==> src/rtl/usb_ctl_pkg.sv <==
// Shared definitions for the endpoint-0 control-transfer scheduler.
package usb_ctl_pkg;

  typedef enum logic [2:0] {
    IDLE,
    WAIT_GNT,
    DATA,
    DRAIN,
    STATUS,
    STALL
  } ctl_state_t;

  // bmRequestType fields
  localparam int unsigned REQ_DIR_BIT  = 7;
  localparam logic [1:0]  REQ_TYPE_STD = 2'b00;

  localparam int unsigned EP0_MAX_PACKET = 64;

endpackage

==> src/rtl/usb_ctl_stream_mux.sv <==
// 2:1 byte-stream mux between the standard and class/vendor request handlers.
// In drain mode the selected source is accepted but nothing is presented downstream.
module usb_ctl_stream_mux (
  input  logic       sel,
  input  logic       pass,
  input  logic       drain,
  input  logic       s0_tvalid,
  output logic       s0_tready,
  input  logic       s0_tlast,
  input  logic [7:0] s0_tdata,
  input  logic       s1_tvalid,
  output logic       s1_tready,
  input  logic       s1_tlast,
  input  logic [7:0] s1_tdata,
  output logic       m_tvalid,
  input  logic       m_tready,
  output logic [7:0] m_tdata,
  output logic       src_tvalid,
  output logic       src_tlast
);

  logic       src_tready;
  logic [7:0] src_tdata;

  always_comb begin
    src_tvalid = sel ? s1_tvalid : s0_tvalid;
    src_tlast  = sel ? s1_tlast  : s0_tlast;
    src_tdata  = sel ? s1_tdata  : s0_tdata;
    src_tready = pass ? m_tready : drain;
    s0_tready  = src_tready & ~sel;
    s1_tready  = src_tready & sel;
    m_tvalid   = pass & src_tvalid;
    m_tdata    = m_tvalid ? src_tdata : '0;
  end

endmodule

==> src/rtl/usb_ctl_xfer_sched.sv <==
// EP0 control-transfer scheduler: routes a SETUP to the standard or class/vendor
// handler and returns its IN stream truncated to wLength and split into packets.
module usb_ctl_xfer_sched
  import usb_ctl_pkg::*;
#(
  parameter int unsigned MAX_PACKET = EP0_MAX_PACKET,
  parameter int unsigned TIMEOUT    = 16
) (
  input  logic        clock,
  input  logic        reset,
  input  logic [3:0]  ctl_xfer_endpoint,
  input  logic [7:0]  ctl_xfer_type,
  input  logic [7:0]  ctl_xfer_request,
  input  logic [15:0] ctl_xfer_value,
  input  logic [15:0] ctl_xfer_index,
  input  logic [15:0] ctl_xfer_length,
  input  logic        ctl_xfer_req_i,
  output logic        ctl_xfer_gnt_o,
  output logic        ctl_stall_o,
  output logic        ctl_tvalid_o,
  input  logic        ctl_tready_i,
  output logic [7:0]  ctl_tdata_o,
  output logic        ctl_tlast_o,
  output logic        ctl_tend_o,
  output logic        ctl_zlp_o,
  output logic        std_req_o,
  input  logic        std_gnt_i,
  input  logic        std_tvalid_i,
  output logic        std_tready_o,
  input  logic        std_tlast_i,
  input  logic [7:0]  std_tdata_i,
  output logic        usr_req_o,
  input  logic        usr_gnt_i,
  input  logic        usr_tvalid_i,
  output logic        usr_tready_o,
  input  logic        usr_tlast_i,
  input  logic [7:0]  usr_tdata_i
);

  localparam int unsigned PW = $clog2(MAX_PACKET);
  localparam int unsigned TW = $clog2(TIMEOUT + 1);

  ctl_state_t    state, state_nx;
  logic          sel_q, has_data_q, zlp_q;
  logic [15:0]   len_q, xfer_cnt;
  logic [PW-1:0] pkt_cnt;
  logic [TW-1:0] timer;

  logic pass, drain, src_tvalid, src_tlast;
  logic sel_gnt, hs, last_len, pkt_last, short_zlp;

  logic unused_setup;
  assign unused_setup = ^{ctl_xfer_endpoint, ctl_xfer_type[4:0], ctl_xfer_request,
                          ctl_xfer_value, ctl_xfer_index};

  assign pass      = (state == DATA);
  assign drain     = (state == DRAIN);
  assign sel_gnt   = sel_q ? usr_gnt_i : std_gnt_i;
  assign hs        = ctl_tvalid_o & ctl_tready_i;
  assign last_len  = (xfer_cnt == len_q - 16'd1);
  assign pkt_last  = &pkt_cnt;
  assign short_zlp = hs & src_tlast & ~last_len & pkt_last;

  assign ctl_tlast_o = ctl_tvalid_o & (pkt_last | src_tlast | last_len);
  assign ctl_tend_o  = ctl_tvalid_o & (src_tlast | last_len);
  assign ctl_zlp_o   = zlp_q;

  usb_ctl_stream_mux u_mux (
    .sel        (sel_q),
    .pass       (pass),
    .drain      (drain),
    .s0_tvalid  (std_tvalid_i),
    .s0_tready  (std_tready_o),
    .s0_tlast   (std_tlast_i),
    .s0_tdata   (std_tdata_i),
    .s1_tvalid  (usr_tvalid_i),
    .s1_tready  (usr_tready_o),
    .s1_tlast   (usr_tlast_i),
    .s1_tdata   (usr_tdata_i),
    .m_tvalid   (ctl_tvalid_o),
    .m_tready   (ctl_tready_i),
    .m_tdata    (ctl_tdata_o),
    .src_tvalid (src_tvalid),
    .src_tlast  (src_tlast)
  );

  // req/gnt are pure functions of the state, so the abort path clears them one cycle later.
  always_comb begin
    state_nx       = state;
    ctl_xfer_gnt_o = 1'b0;
    ctl_stall_o    = 1'b0;
    std_req_o      = 1'b0;
    usr_req_o      = 1'b0;
    case (state)
      IDLE:     state_nx = WAIT_GNT;
      WAIT_GNT: begin
        if (sel_gnt)
          state_nx = has_data_q ? DATA : STATUS;
        else if (timer == TW'(TIMEOUT - 1))
          state_nx = STALL;
      end
      DATA: begin
        if (hs && (last_len || src_tlast))
          state_nx = (last_len && !src_tlast) ? DRAIN : STATUS;
      end
      DRAIN:    if (src_tvalid && src_tlast) state_nx = STATUS;
      default:  ;
    endcase
    if (!ctl_xfer_req_i)
      state_nx = IDLE;
    if (state inside {WAIT_GNT, DATA, DRAIN, STATUS}) begin
      std_req_o = ~sel_q;
      usr_req_o = sel_q;
    end
    ctl_xfer_gnt_o = state inside {DATA, DRAIN, STATUS};
    ctl_stall_o    = (state == STALL);
  end

  always_ff @(posedge clock or posedge reset) begin
    if (reset) begin
      state      <= IDLE;
      sel_q      <= 1'b0;
      has_data_q <= 1'b0;
      len_q      <= '0;
      timer      <= '0;
      xfer_cnt   <= '0;
      pkt_cnt    <= '0;
      zlp_q      <= 1'b0;
    end else begin
      state <= state_nx;
      zlp_q <= ctl_xfer_req_i & short_zlp;
      if (state == IDLE && ctl_xfer_req_i) begin
        sel_q      <= (ctl_xfer_type[6:5] != REQ_TYPE_STD);
        len_q      <= ctl_xfer_length;
        has_data_q <= ctl_xfer_type[REQ_DIR_BIT] & (ctl_xfer_length != '0);
      end
      timer <= (state == WAIT_GNT) ? timer + TW'(1) : '0;
      if (state_nx == IDLE) begin
        xfer_cnt <= '0;
        pkt_cnt  <= '0;
      end else if (hs) begin
        xfer_cnt <= xfer_cnt + 16'd1;
        pkt_cnt  <= pkt_cnt + PW'(1);
      end
    end
  end

endmodule

==> config.mk <==
export PLATFORM = sky130hd
export DESIGN_NAME = usb_ctl_xfer_sched
export DESIGN_NICKNAME = d
export VERILOG_FILES = /design/src/rtl/usb_ctl_pkg.sv /design/src/rtl/usb_ctl_stream_mux.sv /design/src/rtl/usb_ctl_xfer_sched.sv
export SDC_FILE = /design/constraint.sdc
export NUM_CORES = 1
export LEC_CHECK = 0
export ABC_AREA = 0
export ABC_CLOCK_PERIOD_IN_PS = 3320
export CORE_AREA = 2 2 103 105
export CTS_BUF_LIST = sky130_fd_sc_hd__clkbuf_16
export CTS_CLUSTER_DIAMETER = 60
export DETAILED_ROUTE_END_ITERATION = 6
export DIE_AREA = 0 0 105 107
export REMOVE_ABC_BUFFERS = 1
export SYNTH_ARGS = -nofsm -noshare
export SYNTH_HDL_FRONTEND = slang
export SYNTH_HIERARCHICAL = 1
export SYNTH_SLANG_ARGS = --single-unit
export TNS_END_PERCENT = 20
==> constraint.sdc <==
create_clock -name clock -period 3.32 [get_ports clock]
set_clock_uncertainty 0.15 [all_clocks]
set_input_delay 0.996 -clock clock [delete_from_list [all_inputs] [get_ports clock]]
set_output_delay 0.996 -clock clock [all_outputs]
set_load 0.05 [all_outputs]
Word level (Yosys, flattened, before mapping)
Cells that the tools add are included.
Storage, ports and cells
  bits of input ports: 94
  bits in registers: 49
Operators by class
  muxes and demuxes: 21
  reductions and logical operators: 14
  eq/ne operators: 7
  add/subtract/negate cells: 4
  bitwise logic cells: 16
Operator list (count)
  16-bit 2-to-1 mux: 2
  3-bit 2-to-1 mux: 7
  16-bit by 1-bit adder with 16-bit output (second input constant): 1
  16-bit == test: 1
  8-bit 2-to-1 mux: 2
  16-bit nonzero test: 1
  16-bit by 1-bit subtractor with 16-bit output (second input constant): 1
  6-bit 2-to-1 mux: 2
  3-bit case mux with 4 select lines: 1
  1-bit AND: 11
  6-bit by 1-bit adder with 6-bit output (second input constant): 1
  3-bit by 2-bit == test with 1-bit output (second input constant): 2
  3-bit == test (second input constant): 2
  3-bit logical NOT: 2
  1-bit 2-to-1 mux: 6
  6-bit AND reduction: 1
  5-bit by 1-bit adder with 5-bit output (second input constant): 1
  5-bit by 4-bit == test with 1-bit output (second input constant): 1
  5-bit 2-to-1 mux: 1
  1-bit logical AND: 4
  2-bit nonzero test: 2
  4-bit nonzero test: 1
  3-bit by 1-bit == test with 1-bit output (second input constant): 1
  1-bit bitwise OR: 3
  other kinds (4): 5

Longest topological paths before layout
  word-level depth: 9
  mapped depth: 12
  depth with buffers taken out: 9

By module
The synthesis kept the hierarchy.
By module, submodules not included
  usb_ctl_xfer_sched: seq. area each 1226.2 sq um, cells an instance 284, instances 1, area each 2741.4 sq um
  usb_ctl_stream_mux: seq. area each 0.0 sq um, cells an instance 35, instances 1, area each 205.2 sq um

Least setup slack after synthesis
No wires, ideal clock.
  path kind: flip-flop to output port
  start point: register len_q[3]
  end point: output port ctl_tlast_o
  setup slack: -441 ps
  buffers on the path: 1
  cell stages (with the launch flop): 9
  arrival: 2615 ps
  required time: 2174 ps
  path through: dfrtp_1 > or4_1 > buf_2 > or4_1 > a21oi_1 > a21oi_1 > nor3_2 > and4_4 > o31a_1
On the way
  cells in the longest elaborated chain, start to end: 4
RTL lines
  start, declared: line usb_ctl_xfer_sched.sv:45  | logic [15:0] len_q, xfer_cnt;
  start signal, assigned: line usb_ctl_xfer_sched.sv:134  | len_q <= ctl_xfer_length;
  16-bit by 1-bit subtractor with 16-bit output: line usb_ctl_xfer_sched.sv:60  | assign last_len = (xfer_cnt == len_q - 16'd1);
  16-bit == test: line usb_ctl_xfer_sched.sv:60
  1-bit bitwise OR: line usb_ctl_xfer_sched.sv:64  | assign ctl_tlast_o = ctl_tvalid_o & (pkt_last | src_tlast | last_len);
  1-bit AND: line usb_ctl_xfer_sched.sv:64
  end, declared: line usb_ctl_xfer_sched.sv:23  | output logic ctl_tlast_o,
No other way between the ends.

Worst setup path after layout
  start point: register len_q[4]
  end point: output port ctl_tlast_o
Same word-level chain as after synthesis.

==> flow_results.xml <==
<?xml version="1.0" encoding="UTF-8"?>
<metrics>
  <group name="worst_setup_path">
    <metric name="r2r_slack" unit="ns">0.74</metric>
    <metric name="reg2regPathDepth" unit="">11</metric>
    <metric name="path_class" unit="">register to output port</metric>
    <metric name="critical_path.reg2reg.startpoint" unit="">state[2]</metric>
    <metric name="critical_path_required" unit="ns">2.17</metric>
    <metric name="critPathLaunchType" unit="">register</metric>
    <metric name="worstPathArrival" unit="ns">2.68</metric>
    <metric name="worst_setup_ep_type" unit="">output port</metric>
    <metric name="crit_path_max_fanout" unit="">5</metric>
    <metric name="critical_path.reg2reg.endpoint" unit="">xfer_cnt[14]</metric>
  </group>
  <group name="yosys">
    <metric name="seq_area_frac_synth" unit="">0.416</metric>
    <metric name="synthArstFlopShare" unit="">1.00</metric>
    <metric name="syn_avg_cell_area" unit="um^2">9.24</metric>
    <metric name="synth_enable_flop_cells" unit="">0</metric>
    <metric name="synth_area_leader_cell" unit="">sky130_fd_sc_hd__dfrtp_1</metric>
    <metric name="synth_flop_cell" unit="">sky130_fd_sc_hd__dfrtp_1</metric>
    <metric name="post_synthesis_cell_area" unit="um^2">2950</metric>
    <metric name="synthDominantCellAreaShare" unit="">0.416</metric>
    <metric name="synth_seq_cells" unit="">49</metric>
    <metric name="yosysUniqueCellTypes" unit="">48</metric>
    <metric name="ys_top_cells_by_area" unit="">sky130_fd_sc_hd__dfrtp_1 (42%), sky130_fd_sc_hd__xor2_1 (7.1%), sky130_fd_sc_hd__mux2_2 (6.1%)</metric>
    <metric name="synth-warning-count" unit="">6</metric>
    <metric name="syn-instance-count" unit="">319</metric>
  </group>
  <group name="sta">
    <metric name="timing.final.setup_violations" unit="">2</metric>
    <metric name="fmax" unit="MHz">262</metric>
    <metric name="final_hold_viol_count" unit="">0</metric>
    <metric name="post-route-worst-setup-slack" unit="ns">-0.501</metric>
    <metric name="final.setup.tns" unit="ns">-0.992</metric>
    <metric name="finalMaxSlewViolations" unit="">0</metric>
    <metric name="layout_min_cycle_time" unit="ns">3.82</metric>
    <metric name="timing.max_slew.rel_slack" unit="">0.647</metric>
    <metric name="grt_setup_unrepaired" unit="">yes</metric>
    <metric name="timing.final.crit_share" unit="">1.15</metric>
    <metric name="worstMarginPinSlew" unit="ns">0.527</metric>
  </group>
  <group name="placed_design">
    <metric name="dpl.hpwl" unit="um">5550</metric>
    <metric name="numPlacedInstances" unit="">534</metric>
    <metric name="io_buffers" unit="">62</metric>
    <metric name="dpl_cell_area" unit="um^2">4050</metric>
    <metric name="gp_congestion" unit="">0.828</metric>
    <metric name="pre_cts_ws" unit="ns">-0.390</metric>
  </group>
  <group name="clock_tree">
    <metric name="postCtsSetupBuffers" unit="">0</metric>
    <metric name="clock_tree.buffer_depth" unit="">2</metric>
    <metric name="insertion_delay" unit="ns">0.29</metric>
    <metric name="cts_buffers" unit="">5</metric>
    <metric name="clkSlewWorstSetupHoldPaths" unit="ns">0.07</metric>
    <metric name="clock-sinks" unit="">49</metric>
    <metric name="cts_root_buffer" unit="">sky130_fd_sc_hd__clkbuf_16</metric>
    <metric name="h-tree-depth" unit="">2</metric>
    <metric name="cts_tree" unit="">built</metric>
  </group>
  <group name="global_route">
    <metric name="track_usage" unit="">0.133</metric>
    <metric name="pin_count_of_the_biggest_net_entering_global_routing" unit="">28</metric>
    <metric name="globalRouteOverflowTotal" unit="">0</metric>
    <metric name="grt_antenna_before_repair" unit="">0</metric>
    <metric name="wire_length_of_the_first_global_routing_pass" unit="um">12200</metric>
    <metric name="grt_pass1_vias" unit="">2539</metric>
  </group>
  <group name="floorplan">
    <metric name="chipWidth" unit="um">105</metric>
    <metric name="initial_util" unit="">0.292</metric>
    <metric name="die_h" unit="um">107</metric>
    <metric name="floorplan.die_area" unit="um^2">11200</metric>
    <metric name="area_of_the_core_region" unit="um^2">10100</metric>
    <metric name="rows" unit="">37</metric>
    <metric name="ioPinCount" unit="">112</metric>
  </group>
  <group name="routing">
    <metric name="first_iter_violations" unit="">130</metric>
    <metric name="vias" unit="">2555</metric>
    <metric name="post_drt_via_cell_ratio" unit="">4.71</metric>
    <metric name="detailed_route_wire_length" unit="um">7220</metric>
    <metric name="detailed_routing_iterations_pass_1" unit="">4</metric>
    <metric name="wl_per_instance" unit="um">13.3</metric>
    <metric name="drtAntennaViolNets" unit="">0</metric>
    <metric name="post-route-drc-count" unit="">0</metric>
  </group>
  <group name="pwr">
    <metric name="max-vdd-ir-drop" unit="mV">0.354</metric>
    <metric name="cellLeakagePower" unit="nW">1.73</metric>
    <metric name="fin_total_pwr" unit="mW">2.75</metric>
    <metric name="power.density_cell_area" unit="nW/um^2">641</metric>
  </group>
  <group name="status">
    <metric name="violated_checks" unit="">setup timing</metric>
    <metric name="run_status" unit="">complete, but fails checks</metric>
  </group>
  <group name="finish">
    <metric name="syn2layout_area_growth" unit="%">45.8</metric>
    <metric name="post_layout_nets" unit="">504</metric>
    <metric name="final_design_area_no_fill" unit="um^2">4300</metric>
    <metric name="number_of_antenna_repair_diodes" unit="">0</metric>
    <metric name="share_of_layout_cells_above_drive_strength_1" unit="">0.239</metric>
    <metric name="fillers" unit="">1034</metric>
    <metric name="post_route_insts_no_fill" unit="">542</metric>
  </group>
  <group name="hold_path">
    <metric name="hp-class" unit="">register to register</metric>
    <metric name="holdPathEnd" unit="">timer[0]</metric>
    <metric name="hold-path-cell-count" unit="">1</metric>
    <metric name="worst_hold_startpoint" unit="">timer[0]</metric>
  </group>
  <group name="flow_run">
    <metric name="max-cap-violations" unit="">0</metric>
  </group>
</metrics>
==> sequential cells by signal, summed over array words and instances, names as in the netlist <==
signal and flops:
has_data_q 1, len_q 16, state 3, pkt_cnt 6, timer 5, sel_q 1
xfer_cnt 16, ctl_zlp_o 1
==> worst max-delay path, stage by stage (launching register included) <==
cell and delay (ns):
sky130_fd_sc_hd__dfrtp_1 0.38, sky130_fd_sc_hd__or4_4 0.60, sky130_fd_sc_hd__nor4_4 0.33, sky130_fd_sc_hd__mux2i_1 0.22
sky130_fd_sc_hd__mux2i_1 0.09, sky130_fd_sc_hd__o21ai_1 0.15, sky130_fd_sc_hd__and4_4 0.28, sky130_fd_sc_hd__o31a_1 0.18
sky130_fd_sc_hd__buf_12 0.15
==> layout make-up <==
| cell class | count | area, um^2 | area share |
|---|---|---|---|
| clock buffers | 5 | 125 | 0.0291 |
| clock inverters | 3 | 21.3 | 0.00495 |
| repair buffers | 93 | 1010 | 0.235 |
| inverters | 9 | 33.8 | 0.00786 |
| multi-input cells | 247 | 1710 | 0.398 |
| well taps | 136 | 170 | 0.0396 |
| flip-flops and latches | 49 | 1230 | 0.285 |
==> cells in the mapped netlist (all sizes together), types with 2 or more instances <==
library cell / number
dfrtp: 49
nand2: 42
nor2: 39
xor2: 24
xnor2: 19
mux2: 16
a21oi: 10
clkbuf: 9
nand4: 9
o21ai: 9
inv: 8
nor4: 8
o22ai: 8
nand3: 7
and3: 6
nor3: 6
buf: 5
ha: 5
a31oi: 4
or4: 4
mux2i: 3
nand2b: 3
nor4b: 3
or3: 3
a21o: 2
and4: 2
nor2b: 2
or2: 2
==> placed cells by master, fill, tap and decap left out, types with 3 or more instances in the layout <==
master / n
sky130_fd_sc_hd__dfrtp_1: 49
sky130_fd_sc_hd__clkdlybuf4s50_1: 47
sky130_fd_sc_hd__nand2_1: 41
sky130_fd_sc_hd__nor2_1: 39
sky130_fd_sc_hd__buf_4: 29
sky130_fd_sc_hd__xor2_1: 24
sky130_fd_sc_hd__xnor2_1: 19
sky130_fd_sc_hd__mux2_2: 16
sky130_fd_sc_hd__buf_12: 15
sky130_fd_sc_hd__nand4_1: 9
sky130_fd_sc_hd__a21oi_1: 8
sky130_fd_sc_hd__o21ai_0: 8
sky130_fd_sc_hd__o22ai_2: 8
sky130_fd_sc_hd__inv_1: 7
sky130_fd_sc_hd__nand3_1: 7
sky130_fd_sc_hd__and3_1: 6
sky130_fd_sc_hd__nor4_1: 5
sky130_fd_sc_hd__ha_1: 5
sky130_fd_sc_hd__clkbuf_16: 5
sky130_fd_sc_hd__a31oi_1: 4
sky130_fd_sc_hd__nand2b_1: 3
sky130_fd_sc_hd__or4_4: 3
sky130_fd_sc_hd__mux2i_1: 3
sky130_fd_sc_hd__nor3_2: 3
sky130_fd_sc_hd__or3_1: 3
sky130_fd_sc_hd__nor4b_1: 3
==> how the worst max path moves through the flow <==
stage / cells after the start / end / from
2_1_floorplan: 7 / ctl_tlast_o / len_q[3]
3_3_place_gp: 9 / ctl_tlast_o / len_q[1]
3_5_place_dp: 9 / ctl_tlast_o / len_q[1]
4_1_cts: 8 / ctl_tlast_o / len_q[4]
5_1_grt: 9 / ctl_tlast_o / len_q[0]
6_report: 8 / ctl_tlast_o / len_q[4]
==> metrics by stage <==
stage / hold WS [ns] / utilization
after global routing: 0.345 / 0.426
after global placement: 0.298 / 0.401
after detailed placement: 0.304 / 0.401
final: 0.313 / 0.426
after floorplan: 0.283 / -
after CTS: 0.313 / 0.422
==> where the power goes <==
| group | internal, mW | total (mW) | switching (mW) |
|---|---|---|---|
| Combinational | 0.672 | 1.38 | 0.706 |
| Clock | 0.281 | 0.511 | 0.230 |
| Sequential | 0.734 | 0.865 | 0.131 |
| Total | 1.69 | 2.75 | 1.07 |
==> kinds of logic after synthesis <==
kind of cell	after synthesis	share of synthesized area
AND/OR/NAND/NOR	139	0.239
flip-flops	49	0.416
XOR/XNOR	43	0.128
AO/OA/AOI/OAI	41	0.0887
buffers and inverters	23	0.0361
multiplexers	19	0.0713
adder cells (fa/ha/maj)	5	0.0212
==> layer usage <==
layer	vias to the layer above	global-route usage	wire length (um)
met2	79	0.224	3280
met4	0	0.0314	79
met3	8	0.0298	381
met5	-	0	0
li1	1282	-	-
met1	1186	0.174	3480
==> timing repair <==
item	in CTS	in global routing
hold buffers	0	0
gates resized for setup	15	6
endpoints found under the setup margin	4	7
gates cloned	0	0
pin swaps	6	1
(Power assumes the default switching activity.)
